$ cat src/rtl/cache_pkg.sv
// Shared definitions for the direct-mapped write-through cache controller:
// default widths and the controller state encoding.
package cache_pkg;

    localparam int DEF_INDEX_LENGTH = 4;
    localparam int DEF_DATA_LENGTH  = 32;
    localparam int DEF_ADDR_LENGTH  = 32;
    localparam int DEF_CNT_LENGTH   = 16;

    localparam logic [2:0] ST_IDLE      = 3'd0;
    localparam logic [2:0] ST_COMPARE   = 3'd1;
    localparam logic [2:0] ST_REFILL    = 3'd2;
    localparam logic [2:0] ST_WRITE_MEM = 3'd3;
    localparam logic [2:0] ST_RESPOND   = 3'd4;

    typedef enum logic [2:0] {
        IDLE      = ST_IDLE,
        COMPARE   = ST_COMPARE,
        REFILL    = ST_REFILL,
        WRITE_MEM = ST_WRITE_MEM,
        RESPOND   = ST_RESPOND
    } cache_state_t;

endpackage

$ cat src/rtl/cache_ctrl_if.sv
// Bus bundle of the cache controller: CPU load/store port, data-array port
// and main-memory port.
//
// Handshakes:
//   CPU    - req_i is sampled only while the controller is idle; the
//            request completes with a single-cycle ready_o pulse, with
//            data_o valid in that same cycle. Requests seen while busy_o
//            is high are dropped, not queued.
//   memory - mem_req_o together with mem_we_o/mem_addr_o/mem_data_o is
//            held stable until the cycle in which mem_ack_i is high; for
//            reads mem_data_i is valid in that ack cycle. mem_req_o falls
//            in the cycle after the ack.
//   array  - ram_data_i is a combinational read of ram_index_o; ram_we_o
//            writes ram_data_o at ram_index_o on the next rising edge.
interface cache_ctrl_if
    import cache_pkg::*;
#(
    parameter int INDEX_LENGTH = DEF_INDEX_LENGTH,
    parameter int DATA_LENGTH  = DEF_DATA_LENGTH,
    parameter int ADDR_LENGTH  = DEF_ADDR_LENGTH
);

    logic                    req_i;
    logic                    we_i;
    logic [ADDR_LENGTH-1:0]  addr_i;
    logic [DATA_LENGTH-1:0]  data_i;
    logic                    ready_o;
    logic [DATA_LENGTH-1:0]  data_o;
    logic                    busy_o;

    logic [INDEX_LENGTH-1:0] ram_index_o;
    logic [DATA_LENGTH-1:0]  ram_data_o;
    logic                    ram_we_o;
    logic [DATA_LENGTH-1:0]  ram_data_i;

    logic                    mem_req_o;
    logic                    mem_we_o;
    logic [ADDR_LENGTH-1:0]  mem_addr_o;
    logic [DATA_LENGTH-1:0]  mem_data_o;
    logic                    mem_ack_i;
    logic [DATA_LENGTH-1:0]  mem_data_i;

    // Controller side
    modport slave (
        input  req_i, we_i, addr_i, data_i, ram_data_i, mem_ack_i, mem_data_i,
        output ready_o, data_o, busy_o, ram_index_o, ram_data_o, ram_we_o,
               mem_req_o, mem_we_o, mem_addr_o, mem_data_o
    );

    // CPU / memory / array environment side
    modport master (
        output req_i, we_i, addr_i, data_i, ram_data_i, mem_ack_i, mem_data_i,
        input  ready_o, data_o, busy_o, ram_index_o, ram_data_o, ram_we_o,
               mem_req_o, mem_we_o, mem_addr_o, mem_data_o
    );

endinterface

$ cat src/rtl/cache_ctrl_tag_ram.sv
// Tag/valid store of the cache: one tag and one valid bit per line,
// combinational read, synchronous write. Valid bits clear asynchronously
// on reset; tags are left as-is since they are gated by the valid bits.
module tagRam
    import cache_pkg::*;
#(
    parameter int INDEX_LENGTH = DEF_INDEX_LENGTH,
    parameter int TAG_LENGTH   = DEF_ADDR_LENGTH - DEF_INDEX_LENGTH
) (
    input  logic                    clk,
    input  logic                    rst,
    input  logic [INDEX_LENGTH-1:0] index,
    input  logic                    we,
    input  logic [TAG_LENGTH-1:0]   wtag,
    output logic                    valid,
    output logic [TAG_LENGTH-1:0]   tag
);

    localparam int CACHE_LINES = 1 << INDEX_LENGTH;

    logic [CACHE_LINES-1:0] valid_bits;
    logic [TAG_LENGTH-1:0]  tags [CACHE_LINES];

    // Valid bits: cleared by reset, set when a line is (re)filled
    always_ff @(posedge clk or posedge rst) begin
        if (rst) begin
            valid_bits <= '0;
        end else if (we) begin
            valid_bits[index] <= 1'b1;
        end
    end

    // Tag storage: written together with the valid bit on refill
    always_ff @(posedge clk) begin
        if (we) begin
            tags[index] <= wtag;
        end
    end

    assign valid = valid_bits[index];
    assign tag   = tags[index];

endmodule

$ cat src/rtl/cache_ctrl.sv
// Direct-mapped write-through cache controller. Read hits complete in the
// compare cycle; read misses refill the single-word line from memory;
// every store is forwarded to memory (updating the array only on a hit,
// no write-allocate). Saturating hit/miss counters advance only in the
// compare cycle.
module cache_ctrl
    import cache_pkg::*;
#(
    parameter int INDEX_LENGTH = DEF_INDEX_LENGTH,
    parameter int DATA_LENGTH  = DEF_DATA_LENGTH,
    parameter int ADDR_LENGTH  = DEF_ADDR_LENGTH,
    parameter int CNT_LENGTH   = DEF_CNT_LENGTH
) (
    input  logic                  clk,
    input  logic                  rst,
    cache_ctrl_if.slave           bus,
    output logic [CNT_LENGTH-1:0] hit_cnt_o,
    output logic [CNT_LENGTH-1:0] miss_cnt_o,
    output cache_state_t          dbg_state
);

    localparam int TAG_LENGTH = ADDR_LENGTH - INDEX_LENGTH;
    localparam logic [CNT_LENGTH-1:0] CNT_ONE = {{(CNT_LENGTH-1){1'b0}}, 1'b1};

    cache_state_t state, state_nxt;

    // Latched request
    logic [ADDR_LENGTH-1:0] req_addr;
    logic                   req_we;
    logic [DATA_LENGTH-1:0] req_data;
    logic [DATA_LENGTH-1:0] fill_data;

    logic [CNT_LENGTH-1:0]  hit_cnt;
    logic [CNT_LENGTH-1:0]  miss_cnt;

    logic [INDEX_LENGTH-1:0] req_index;
    logic [TAG_LENGTH-1:0]   req_tag;
    logic                    line_valid;
    logic [TAG_LENGTH-1:0]   line_tag;
    logic                    hit;
    logic                    tag_we;

    // Combinational outputs of the FSM
    logic                   ready;
    logic [DATA_LENGTH-1:0] rdata;
    logic                   ram_we;
    logic [DATA_LENGTH-1:0] ram_wdata;
    logic                   mem_req;
    logic                   mem_we;
    logic [ADDR_LENGTH-1:0] mem_addr;
    logic [DATA_LENGTH-1:0] mem_wdata;

    assign req_index = req_addr[INDEX_LENGTH-1:0];
    assign req_tag   = req_addr[ADDR_LENGTH-1:INDEX_LENGTH];
    assign hit       = line_valid && (line_tag == req_tag);

    // The tag store is only written when refill data arrives, so a refill
    // cut short by reset never marks the line valid.
    assign tag_we = (state == REFILL) && bus.mem_ack_i;

    tagRam #(
        .INDEX_LENGTH (INDEX_LENGTH),
        .TAG_LENGTH   (TAG_LENGTH)
    ) u_tag_ram (
        .clk   (clk),
        .rst   (rst),
        .index (req_index),
        .we    (tag_we),
        .wtag  (req_tag),
        .valid (line_valid),
        .tag   (line_tag)
    );

    // State register
    always_ff @(posedge clk or posedge rst) begin
        if (rst) begin
            state <= IDLE;
        end else begin
            state <= state_nxt;
        end
    end

    // Next-state and output decode
    always_comb begin
        state_nxt = state;
        ready     = 1'b0;
        rdata     = '0;
        ram_we    = 1'b0;
        ram_wdata = '0;
        mem_req   = 1'b0;
        mem_we    = 1'b0;
        mem_addr  = '0;
        mem_wdata = '0;
        case (state)
            IDLE: begin
                if (bus.req_i) begin
                    state_nxt = COMPARE;
                end
            end
            COMPARE: begin
                if (req_we) begin
                    if (hit) begin
                        ram_we    = 1'b1;
                        ram_wdata = req_data;
                    end
                    state_nxt = WRITE_MEM;
                end else if (hit) begin
                    ready     = 1'b1;
                    rdata     = bus.ram_data_i;
                    state_nxt = IDLE;
                end else begin
                    state_nxt = REFILL;
                end
            end
            REFILL: begin
                mem_req  = 1'b1;
                mem_addr = req_addr;
                if (bus.mem_ack_i) begin
                    ram_we    = 1'b1;
                    ram_wdata = bus.mem_data_i;
                    state_nxt = RESPOND;
                end
            end
            WRITE_MEM: begin
                mem_req   = 1'b1;
                mem_we    = 1'b1;
                mem_addr  = req_addr;
                mem_wdata = req_data;
                if (bus.mem_ack_i) begin
                    state_nxt = RESPOND;
                end
            end
            RESPOND: begin
                ready     = 1'b1;
                rdata     = req_we ? '0 : fill_data;
                state_nxt = IDLE;
            end
            default: begin
                state_nxt = IDLE;
            end
        endcase
    end

    // Request latch, taken only when a new request is accepted in IDLE
    always_ff @(posedge clk or posedge rst) begin
        if (rst) begin
            req_addr <= '0;
            req_we   <= 1'b0;
            req_data <= '0;
        end else if ((state == IDLE) && bus.req_i) begin
            req_addr <= bus.addr_i;
            req_we   <= bus.we_i;
            req_data <= bus.data_i;
        end
    end

    // Refill word capture, replayed to the CPU in RESPOND
    always_ff @(posedge clk or posedge rst) begin
        if (rst) begin
            fill_data <= '0;
        end else if ((state == REFILL) && bus.mem_ack_i) begin
            fill_data <= bus.mem_data_i;
        end
    end

    // Saturating hit/miss counters, advanced once per request in COMPARE
    always_ff @(posedge clk or posedge rst) begin
        if (rst) begin
            hit_cnt  <= '0;
            miss_cnt <= '0;
        end else if (state == COMPARE) begin
            if (hit) begin
                if (hit_cnt != '1) begin
                    hit_cnt <= hit_cnt + CNT_ONE;
                end
            end else begin
                if (miss_cnt != '1) begin
                    miss_cnt <= miss_cnt + CNT_ONE;
                end
            end
        end
    end

    assign bus.ready_o     = ready;
    assign bus.data_o      = rdata;
    assign bus.busy_o      = (state != IDLE);
    assign bus.ram_index_o = req_index;
    assign bus.ram_data_o  = ram_wdata;
    assign bus.ram_we_o    = ram_we;
    assign bus.mem_req_o   = mem_req;
    assign bus.mem_we_o    = mem_we;
    assign bus.mem_addr_o  = mem_addr;
    assign bus.mem_data_o  = mem_wdata;

    assign hit_cnt_o  = hit_cnt;
    assign miss_cnt_o = miss_cnt;
    assign dbg_state  = state;

endmodule

$ cat src/flat_wrapper.sv
// flat-port wrapper written by rule: the top's interface ports become plain ports
module cache_ctrl_flat import cache_pkg::*;
#(
    parameter int INDEX_LENGTH = DEF_INDEX_LENGTH,
    parameter int DATA_LENGTH  = DEF_DATA_LENGTH,
    parameter int ADDR_LENGTH  = DEF_ADDR_LENGTH,
    parameter int CNT_LENGTH   = DEF_CNT_LENGTH
)
  (clk, rst, hit_cnt_o, miss_cnt_o, dbg_state, bus_req_i, bus_we_i, bus_addr_i, bus_data_i, bus_ram_data_i, bus_mem_ack_i, bus_mem_data_i, bus_ready_o, bus_data_o, bus_busy_o, bus_ram_index_o, bus_ram_data_o, bus_ram_we_o, bus_mem_req_o, bus_mem_we_o, bus_mem_addr_o, bus_mem_data_o);
  cache_ctrl_if #(.INDEX_LENGTH(INDEX_LENGTH), .DATA_LENGTH(DATA_LENGTH), .ADDR_LENGTH(ADDR_LENGTH)) bus_i ();
  input  logic clk;
  input  logic rst;
  output logic [CNT_LENGTH-1:0] hit_cnt_o;
  output logic [CNT_LENGTH-1:0] miss_cnt_o;
  output cache_state_t dbg_state;
  input wire logic [$bits(bus_i.req_i)-1:0] bus_req_i;
  input wire logic [$bits(bus_i.we_i)-1:0] bus_we_i;
  input wire logic [$bits(bus_i.addr_i)-1:0] bus_addr_i;
  input wire logic [$bits(bus_i.data_i)-1:0] bus_data_i;
  input wire logic [$bits(bus_i.ram_data_i)-1:0] bus_ram_data_i;
  input wire logic [$bits(bus_i.mem_ack_i)-1:0] bus_mem_ack_i;
  input wire logic [$bits(bus_i.mem_data_i)-1:0] bus_mem_data_i;
  output wire logic [$bits(bus_i.ready_o)-1:0] bus_ready_o;
  output wire logic [$bits(bus_i.data_o)-1:0] bus_data_o;
  output wire logic [$bits(bus_i.busy_o)-1:0] bus_busy_o;
  output wire logic [$bits(bus_i.ram_index_o)-1:0] bus_ram_index_o;
  output wire logic [$bits(bus_i.ram_data_o)-1:0] bus_ram_data_o;
  output wire logic [$bits(bus_i.ram_we_o)-1:0] bus_ram_we_o;
  output wire logic [$bits(bus_i.mem_req_o)-1:0] bus_mem_req_o;
  output wire logic [$bits(bus_i.mem_we_o)-1:0] bus_mem_we_o;
  output wire logic [$bits(bus_i.mem_addr_o)-1:0] bus_mem_addr_o;
  output wire logic [$bits(bus_i.mem_data_o)-1:0] bus_mem_data_o;
  assign bus_i.req_i = bus_req_i;
  assign bus_i.we_i = bus_we_i;
  assign bus_i.addr_i = bus_addr_i;
  assign bus_i.data_i = bus_data_i;
  assign bus_i.ram_data_i = bus_ram_data_i;
  assign bus_i.mem_ack_i = bus_mem_ack_i;
  assign bus_i.mem_data_i = bus_mem_data_i;
  assign bus_ready_o = bus_i.ready_o;
  assign bus_data_o = bus_i.data_o;
  assign bus_busy_o = bus_i.busy_o;
  assign bus_ram_index_o = bus_i.ram_index_o;
  assign bus_ram_data_o = bus_i.ram_data_o;
  assign bus_ram_we_o = bus_i.ram_we_o;
  assign bus_mem_req_o = bus_i.mem_req_o;
  assign bus_mem_we_o = bus_i.mem_we_o;
  assign bus_mem_addr_o = bus_i.mem_addr_o;
  assign bus_mem_data_o = bus_i.mem_data_o;
  cache_ctrl #(.INDEX_LENGTH(INDEX_LENGTH), .DATA_LENGTH(DATA_LENGTH), .ADDR_LENGTH(ADDR_LENGTH), .CNT_LENGTH(CNT_LENGTH)) u_core (.clk(clk), .rst(rst), .bus(bus_i), .hit_cnt_o(hit_cnt_o), .miss_cnt_o(miss_cnt_o), .dbg_state(dbg_state));
endmodule
$ cat config.mk
export PLATFORM = sky130hd
export DESIGN_NAME = cache_ctrl_flat
export DESIGN_NICKNAME = d
export VERILOG_FILES = /design/src/rtl/cache_pkg.sv /design/src/rtl/cache_ctrl_if.sv /design/src/rtl/cache_ctrl_tag_ram.sv /design/src/rtl/cache_ctrl.sv /design/src/flat_wrapper.sv
export SDC_FILE = /design/constraint.sdc
export NUM_CORES = 1
export LEC_CHECK = 0
export ABC_AREA = 1
export BUFFER_PORTS_ARGS = -buffer_cell sky130_fd_sc_hd__clkbuf_2
export CAP_MARGIN = 20
export CORE_MARGIN = 2
export CORE_UTILIZATION = 55
export DETAILED_ROUTE_END_ITERATION = 10
export PLACE_DENSITY = 0.76
export SETUP_SLACK_MARGIN = 0.15
export SYNTH_ARGS = -nofsm -noshare
export SYNTH_HDL_FRONTEND = slang
export SYNTH_SLANG_ARGS = --single-unit
$ cat constraint.sdc
create_clock -name clk -period 9.7 [get_ports clk]
set_clock_uncertainty 0.05 [all_clocks]
set_input_delay 0.97 -clock clk [delete_from_list [all_inputs] [get_ports clk]]
set_output_delay 0.97 -clock clk [all_outputs]
set_load 0.02 [all_outputs]
==> Implementation_results.wiki, run 1 <==
{| class="wikitable"
! Metric !! Value
|-
| Status || finished, final reports clean
|-
| Wire length of the first global-routing pass || about 120000 um
|-
| Number of library cell types mapped by synthesis || 30
|-
| Port Buffers || a little over 300
|-
| Fraction of the mapped netlist area in adder cells || less than 1%
|-
| Wire length after detailed routing || 81960 um
|-
| Portion of the post-synthesis area used by sequential elements || between 60% and 70%
|-
| Synth Area in Simple Gates || 28.02%
|-
| Hold Fails Final Rpt || 0
|-
| Max Transition Viols Final || 0
|-
| CORE AREA || ~48000 um^2
|-
| Chip width || between 200 and 250 um
|-
| Number of vias after detailed routing || between 20000 and 25000
|-
| Synth async-reset ratio || ~25%
|-
| Critical path endpoint category || output pin
|-
| Fraction of the mapped netlist area in compound gates || under 10%
|-
| Post-route setup TNS || 0 ns
|-
| First-iteration detailed-routing DRC count || between 2000 and 3000
|-
| Cell depth of the worst flop-to-flop path || 20
|-
| Warning count from the yosys run || 0
|-
| Number of rows in the core area || 80
|-
| Max IR drop VDD || 0.2437 mV
|-
| Global route total overflow || 0
|-
| Synthesized instance count || approximately 2900
|-
| Maximum clock frequency || roughly 140 MHz
|-
| Final routed wire length divided by cell count || between 20 and 25 um
|-
| Setup-failing EPs final || 0
|-
| Fraction of final layout cells sized beyond drive strength 1 || between 10% and 20%
|-
| Data required, critical path || about 8.7 ns
|-
| Flip-flop and latch count after synthesis || between 500 and 600
|-
| Maximum fanout along the worst path || 113
|-
| Clock tree from TritonCTS || yes
|-
| Internal reg-to-reg setup slack || 4.43 ns
|-
| Critical path class || reg2out
|-
| Final period utilization || between 70% and 80%
|-
| Clock buffer count from CTS || just under 60
|-
| Combinational family with the most area after synthesis || simple AND/OR/NAND/NOR gates
|-
| H-tree depth || 2
|-
| Post-synthesis share of cell area spent on xor and xnor gates || 0.9203%
|-
| Finished Core Util || between 60 and 70%
|-
| Post-DP HPWL || 49010 um
|-
| Average size of a mapped cell || ~9 um^2
|-
| Hold-critical path endpoint || u_core.u_tag_ram.valid_bits[13]
|-
| Slew margin rel. || about 28%
|-
| EDFF count, synth || 448
|-
| DRC violation count after routing || 0
|-
| Area delta synth->final || 15.56%
|-
| # Max-Cap Violations || 0
|-
| Worst setup SP type || register
|-
| Worst Slack Setup Final || between 2 and 3 ns
|-
| Number of vias per cell after detailed routing || between 5 and 6
|-
| Count of nets after finishing || about 3300
|-
| Min-Delay Path Class || reg2reg
|-
| Die boundary height || about 220 um
|-
| Critical Path AT || between 6 and 7 ns
|-
| Source of the worst register-to-register timing path || u_core.req_addr[0]
|-
| Later-pin clock latency in the skew report || between 0.6 and 0.7 ns
|-
| Endpoint of the worst register-to-register path || u_core.miss_cnt_o[13]
|-
| Maximum buffer depth of the clock tree || 3
|-
| Hold buffers post-CTS || 0
|-
| Clock-pin transition on the worst setup and hold timing paths || ~0.06 ns
|-
| RSZ-0062 raised after global routing || no
|-
| Antenna violations before repair || 5
|-
| Leakage Power || 0.01427 uW
|-
| Root buffer cell || sky130_fd_sc_hd__clkbuf_16
|-
| Overall die area || ~50000 um^2
|-
| CTS Sinks || a little under 600
|-
| Fraction of synthesized area in multiplexers || 0%
|-
| Number of gates resized after CTS || 0
|-
| Worst hold path stage count || 2
|-
| I/O pin count || 305
|-
| GRT Resource Usage Total || between 30% and 40%
|-
| Vias in the first global route || between 20000 and 25000
|-
| Maximum number of pins on one net before global-route repair || 114
|-
| Post-detailed-route count of antenna-violating nets || 0
|-
| Predominant post-synthesis flop cell || sky130_fd_sc_hd__edfxtp_1
|-
| Initial Utilization || a little under three fifths
|-
| Detailed-routing iteration count for the pre-antenna-repair pass || 7
|-
| Buffer count from post-CTS setup fixing || 0
|-
| Final weighted congestion of routability-driven global placement || roughly 1.0
|-
| Cell Pwr Density || between 300 and 400 nW/um^2
|-
| Mapped Nets || 3046
|-
| Cell Area, Synth || 26650 um^2
|-
| Transition at the pin with the smallest max-transition slack || between 1 and 1.5 ns
|-
| Clock period minus worst slack || around 7.1 ns
|-
| Pre-CTS setup slack || about 3.4 ns
|-
| Startpoint of the most critical hold path || u_core.u_tag_ram.valid_bits[13]
|}
routing by layer:
layer  share of wire [%]  routed length [um]  vias to the layer above  GRT usage [%]
met1                  40               32400                    10150          45.25
met2                  46               37890                     1283          50.00
met3                  10                8502                      223          5.863
li1                    -                   -                     9941              -
met4                 3.8                3149                        4          13.12
met5               0.027                  22                        -              0
flip-flops by register name, summed over array words and instances (netlist names):
signal,count
u_core.u_tag_ram.valid_bits,16
u_core.req_we,1
u_core.u_tag_ram.tags,448
u_core.req_data,32
u_core.fill_data,32
u_core.hit_cnt_o,16
u_core.dbg_state,3
u_core.miss_cnt_o,16
u_core.req_addr,32
cell families (layout without fill, tap and decap cells):
kind of cell / Yosys count / in the layout
XOR/XNOR: 28 / 28
flip-flops: 596 / 596
adder cells (fa/ha/maj): 2 / 2
buffers and inverters: 272 / 583
AND/OR/NAND/NOR: 1891 / 1891
AO/OA/AOI/OAI: 122 / 122
other: 0 / 2
cell usage in the layout (no fill, tap or decap), types with 2 or more instances in the layout:
cell | Yosys | layout
sky130_fd_sc_hd__or2_2 | 4 | 4
sky130_fd_sc_hd__clkinv_1 | 3 | 11
sky130_fd_sc_hd__clkinv_2 | 0 | 10
sky130_fd_sc_hd__nor2_1 | 235 | 213
sky130_fd_sc_hd__buf_4 | 7 | 38
sky130_fd_sc_hd__nand4_1 | 87 | 87
sky130_fd_sc_hd__inv_6 | 0 | 2
sky130_fd_sc_hd__ha_1 | 2 | 2
sky130_fd_sc_hd__xor2_1 | 25 | 25
sky130_fd_sc_hd__nor4_1 | 7 | 7
sky130_fd_sc_hd__clkbuf_2 | 0 | 304
sky130_fd_sc_hd__nand3_1 | 70 | 69
sky130_fd_sc_hd__xnor2_1 | 3 | 3
sky130_fd_sc_hd__inv_1 | 121 | 120
sky130_fd_sc_hd__clkinvlp_4 | 0 | 4
sky130_fd_sc_hd__clkbuf_1 | 63 | 15
sky130_fd_sc_hd__bufinv_16 | 0 | 8
sky130_fd_sc_hd__o21ai_1 | 21 | 21
sky130_fd_sc_hd__clkbuf_16 | 0 | 59
sky130_fd_sc_hd__edfxtp_1 | 448 | 448
sky130_fd_sc_hd__diode_2 | 0 | 2
sky130_fd_sc_hd__a22oi_1 | 4 | 4
sky130_fd_sc_hd__a21oi_1 | 71 | 71
sky130_fd_sc_hd__clkbuf_8 | 0 | 4
sky130_fd_sc_hd__inv_2 | 4 | 3
sky130_fd_sc_hd__nor2_4 | 1 | 20
sky130_fd_sc_hd__nor2_2 | 3 | 6
sky130_fd_sc_hd__clkinv_8 | 0 | 2
sky130_fd_sc_hd__dfrtp_1 | 148 | 146
sky130_fd_sc_hd__o21ai_0 | 23 | 23
sky130_fd_sc_hd__nand2_1 | 1470 | 1470
sky130_fd_sc_hd__nor3_1 | 12 | 11
sky130_fd_sc_hd__dfrtp_4 | 0 | 2
cell usage after synthesis, types with 2 or more instances:
master | count | share of area [%]
sky130_fd_sc_hd__a21oi_1 | 71 | 1.3
sky130_fd_sc_hd__clkinv_1 | 3 | 0.042
sky130_fd_sc_hd__nand3_1 | 70 | 1.3
sky130_fd_sc_hd__edfxtp_1 | 448 | 50
sky130_fd_sc_hd__buf_2 | 64 | 1.2
sky130_fd_sc_hd__xor2_1 | 25 | 0.82
sky130_fd_sc_hd__a22oi_1 | 4 | 0.11
sky130_fd_sc_hd__or2_2 | 4 | 0.094
sky130_fd_sc_hd__ha_1 | 2 | 0.094
sky130_fd_sc_hd__clkbuf_1 | 63 | 0.89
sky130_fd_sc_hd__o21ai_0 | 23 | 0.43
sky130_fd_sc_hd__nor2_1 | 235 | 3.3
sky130_fd_sc_hd__inv_2 | 4 | 0.056
sky130_fd_sc_hd__buf_4 | 7 | 0.20
sky130_fd_sc_hd__nor3_1 | 12 | 0.23
sky130_fd_sc_hd__dfrtp_1 | 148 | 14
sky130_fd_sc_hd__nor2_2 | 3 | 0.070
sky130_fd_sc_hd__nor4_1 | 7 | 0.16
sky130_fd_sc_hd__nand2_1 | 1470 | 21
sky130_fd_sc_hd__inv_1 | 121 | 1.7
sky130_fd_sc_hd__buf_1 | 10 | 0.14
sky130_fd_sc_hd__o21ai_1 | 21 | 0.39
sky130_fd_sc_hd__xnor2_1 | 3 | 0.099
sky130_fd_sc_hd__nand4_1 | 87 | 2.0
critical path, cell delays in order, from the launching register on:
cell and delay, ns:
sky130_fd_sc_hd__dfrtp_4 0.64, sky130_fd_sc_hd__inv_6 0.66, sky130_fd_sc_hd__buf_4 0.86, sky130_fd_sc_hd__nand2_1 0.12, sky130_fd_sc_hd__nand2_1 0.11, sky130_fd_sc_hd__nand2_1 0.05, sky130_fd_sc_hd__nand3_1 0.10, sky130_fd_sc_hd__nand2_1 0.06
sky130_fd_sc_hd__nand2_1 0.11, sky130_fd_sc_hd__nor2_1 0.05, sky130_fd_sc_hd__nand2_1 0.18, sky130_fd_sc_hd__nand2_1 0.08, sky130_fd_sc_hd__nor2_1 0.09, sky130_fd_sc_hd__nand2_1 0.19, sky130_fd_sc_hd__nor2_1 0.15, sky130_fd_sc_hd__nand2_1 0.15
sky130_fd_sc_hd__nor2_4 0.64, sky130_fd_sc_hd__buf_4 0.52, sky130_fd_sc_hd__nand4_1 0.30, sky130_fd_sc_hd__nand2_1 0.13, sky130_fd_sc_hd__clkbuf_2 0.17
through the flow:
stage	area [um^2]	instances	hold slack (ns)	power (uW)
floorplan	26650	2911	0.3771	5747
CTS	30770	3836	0.4121	9265
finish	30790	3839	0.4145	9334
global route	30790	3838	0.4331	9791
detailed placement	28790	3725	0.3973	6925
global placement	28760	3724	0.3924	6834
worst max-delay path by stage:
stage	endpoint	depth (start not counted)	startpoint	slack, ns
3_3_place_gp	bus_data_o[23]	20	u_core.req_addr[0]	3.44
2_1_floorplan	u_core.dbg_state[0]	1	rst	4.70
6_report	bus_data_o[23]	20	u_core.req_addr[0]	2.60
5_1_grt	bus_data_o[23]	20	u_core.req_addr[0]	2.27
3_5_place_dp	bus_data_o[23]	20	u_core.req_addr[0]	3.38
4_1_cts	bus_data_o[23]	20	u_core.req_addr[0]	2.71
final cells by class:
class / instances / area (um^2)
well taps: 615 / 769.5
inverters: 128 / 490.5
clock buffers: 78 / 1588
repair buffers: 344 / 1854
clock inverters: 33 / 391.6
diodes: 2 / 5.005
multi-input cells: 2043 / 8532
fillers: 3780 / 16950
flip-flops and latches: 596 / 17160
where the power goes:
group          switching (uW)  total [uW]  leakage [uW]  internal [uW]
combinational            2420        3270       0.00759            850
sequential                450        3720       0.00572           3270
clock                     981        2350      0.000957           1360
total                    3850        9330        0.0143           5490
(Power assumes the default switching activity.)
==> inputs of run 2 (changes only) <==
- clock period: 9.7 -> 7.05 ns (I/O delays scaled with it)
==> run 2 against run 1 <==
  * Cell count grew 0.21%
  * Clock power grew 35%
  * Largest cell class unchanged
  * Total power grew 37%
  * Largest power group unchanged
  * First-iteration DRC count shrank 11%
==> Implementation_results.wiki, run 2 (synthesis gave the netlist of run 1 again) <==
{| class="wikitable"
! Metric !! Value
|-
| Flip-flop count of the largest register, all copies and words added || 448
|-
| Maximum buffer depth of the clock tree || 3
|-
| Clock period minus worst slack || between 6 and 7 ns
|-
| Most frequent cells in the layout || sky130_fd_sc_hd__nand2_1, sky130_fd_sc_hd__edfxtp_1, sky130_fd_sc_hd__clkbuf_2
|-
| Source of the worst register-to-register timing path || u_core.req_addr[0]
|-
| Final period utilization || between 90% and 100%
|-
| Vias in the first global route || about 21000
|-
| Slew margin rel. || between 30% and 40%
|-
| Cell Pwr Density || ~410 nW/um^2
|-
| Hold buffers post-CTS || 0
|-
| Root buffer cell || sky130_fd_sc_hd__clkbuf_16
|-
| Most frequent standard cell in the layout excluding fill and tap cells || sky130_fd_sc_hd__nand2_1
|-
| Final weighted congestion of routability-driven global placement || 1.019
|-
| Post-place instance area || 28820 um^2
|-
| Leakage Power || approximately 0.014 uW
|-
| Port Buffers || just over 300
|-
| Initial Utilization || a little under three fifths
|-
| Maximum clock frequency || 155.8 MHz
|-
| Area delta synth->final || 15.72%
|-
| Data required, critical path || roughly 6.3 ns
|-
| Maximum number of pins on one net before global-route repair || between 90 and 100
|-
| Internal reg-to-reg setup slack || about 1.9 ns
|-
| Overall die area || ~50000 um^2
|-
| H-tree depth || 2
|-
| Clock tree from TritonCTS || yes
|-
| Worst setup SP type || register
|-
| Final routed wire length divided by cell count || 21.48 um
|-
| CTS Sinks || between 500 and 600
|-
| Chip width || 224.1 um
|-
| Max Transition Viols Final || 0
|-
| Max IR drop VDD || 0.3091 mV
|-
| Number of vias per cell after detailed routing || 5.614
|-
| Count of nets after finishing || between 3000 and 4000
|-
| Post-DP HPWL || 50990 um
|-
| Post-detailed-route count of antenna-violating nets || 0
|-
| First-iteration detailed-routing DRC count || about 2600
|-
| Global route total overflow || 0
|-
| CORE AREA || roughly 48000 um^2
|-
| Clock buffer count from CTS || 61
|-
| Clock-pin transition on the worst setup and hold timing paths || 0.06 ns
|-
| Die boundary height || between 200 and 250 um
|-
| Antenna violations before repair || 3
|-
| Wire length after detailed routing || roughly 83000 um
|-
| Detailed-routing iteration count for the pre-antenna-repair pass || 5
|-
| Number of rows in the core area || 80
|-
| Maximum fanout along the worst path || 79
|-
| Endpoint of the worst register-to-register path || u_core.miss_cnt_o[5]
|-
| Filler Cells Inserted || between 3000 and 4000
|-
| Post-route setup TNS || 0 ns
|-
| DRC violation count after routing || 0
|-
| Critical path endpoint category || output pin
|-
| RSZ-0062 raised after global routing || no
|-
| Later-pin clock latency in the skew report || around 0.64 ns
|-
| Status || finished, final reports clean
|-
| # Max-Cap Violations || 0
|-
| GRT Resource Usage Total || between 30% and 40%
|-
| Min-Delay Path Class || in2async
|-
| Transition at the pin with the smallest max-transition slack || just over 1 ns
|-
| Hold Fails Final Rpt || 0
|-
| Layout Cell Area excl Fill || roughly 31000 um^2
|-
| I/O pin count || between 300 and 400
|-
| Critical Path AT || 5.66 ns
|-
| Wire length of the first global-routing pass || approximately 120000 um
|-
| Top reg by flops || u_core.u_tag_ram.tags
|-
| Cell depth of the worst flop-to-flop path || 18
|-
| Number of vias after detailed routing || 21600
|-
| Setup-failing EPs final || 0
|-
| Fraction of final layout cells sized beyond drive strength 1 || between 10 and 15%
|-
| Critical path class || reg2out
|}
==> run 2: changes by cell type in the layout (fill, tap and decap cells not counted), sizes merged <==
cell    delta
buf        +4
bufinv     -6
clkbuf    +15
clkinv     -7
diode      -1
inv        +3
==> run 2: final cells by class <==
cell class	count	area, um^2	share of cell area [%]
diodes	1	2.502	0.008115
clock inverters	23	196.4	0.6370
clock buffers	93	1768	5.733
inverters	128	490.5	1.591
multi-input cells	2043	8537	27.68
well taps	615	769.5	2.495
flip-flops and latches	596	17160	55.66
repair buffers	348	1909	6.192
==> run 2: how the worst max path moves through the flow <==
stage	to	slack [ns]	depth (start not counted)	from
floorplan	u_core.dbg_state[0]	2.32	1	rst
finish	bus_data_o[6]	0.63	17	u_core.req_addr[0]
global route	bus_data_o[6]	0.39	17	u_core.req_addr[0]
global placement	bus_data_o[16]	1.25	17	u_core.req_addr[0]
CTS	bus_data_o[6]	0.49	17	u_core.req_addr[0]
detailed placement	bus_data_o[6]	1.22	17	u_core.req_addr[0]
==> run 2: power breakdown <==
part / total (uW) / internal [uW] / switching [uW] / leakage, uW
clock network: 3170 / 1800 / 1370 / 0.000954
registers: 5180 / 4500 / 678 / 0.00572
logic: 4420 / 1170 / 3250 / 0.00762
total: 12800 / 7470 / 5300 / 0.0143
==> run 2: metrics by stage <==
step           hold slack, ns  power (uW)  setup slack (ns)  instances  utilization (%)
2_1_floorplan          0.3771        7907             2.315       2911                -
3_3_place_gp           0.3907        9424             1.253       3727            60.32
3_5_place_dp           0.3979        9519             1.217       3728            60.37
4_1_cts                0.1880       12690            0.4930       3844            64.48
5_1_grt                0.2106       13440            0.3922       3847            64.59
6_report               0.1423       12770            0.6319       3847            64.59
==> run 2: layer usage <==
| layer | global-route usage [%] | routed length (um) | vias to the layer above |
|---|---|---|---|
| met1 | 46.09 | 33140 | 10310 |
| met4 | 11.14 | 2719 | 2 |
| met3 | 6.099 | 8411 | 178 |
| met5 | 0 | 9 | - |
| met2 | 50.82 | 38340 | 1155 |
| li1 | - | - | 9952 |
==> run 2: repair_timing <==
item | CTS | global route
endpoints found under the setup margin | 0 | 3
resized for setup | 0 | 0
setup buffers | 0 | 1
==> run 2: worst max-delay path, stage by stage (launching register included) <==
cell and delay, ns:
sky130_fd_sc_hd__dfrtp_4 0.84, sky130_fd_sc_hd__buf_4 0.81, sky130_fd_sc_hd__nor2_2 0.35, sky130_fd_sc_hd__a22oi_1 0.26, sky130_fd_sc_hd__nand2_1 0.07, sky130_fd_sc_hd__nand2_1 0.06, sky130_fd_sc_hd__nand2_1 0.06, sky130_fd_sc_hd__nor2_2 0.56
sky130_fd_sc_hd__nand2_1 0.14, sky130_fd_sc_hd__nor2_1 0.12, sky130_fd_sc_hd__nand2_1 0.06, sky130_fd_sc_hd__nor2_1 0.09, sky130_fd_sc_hd__nand2_1 0.09, sky130_fd_sc_hd__nor2_4 0.58, sky130_fd_sc_hd__buf_12 0.31, sky130_fd_sc_hd__nand4_1 0.11
sky130_fd_sc_hd__nand2_1 0.21, sky130_fd_sc_hd__clkbuf_2 0.23
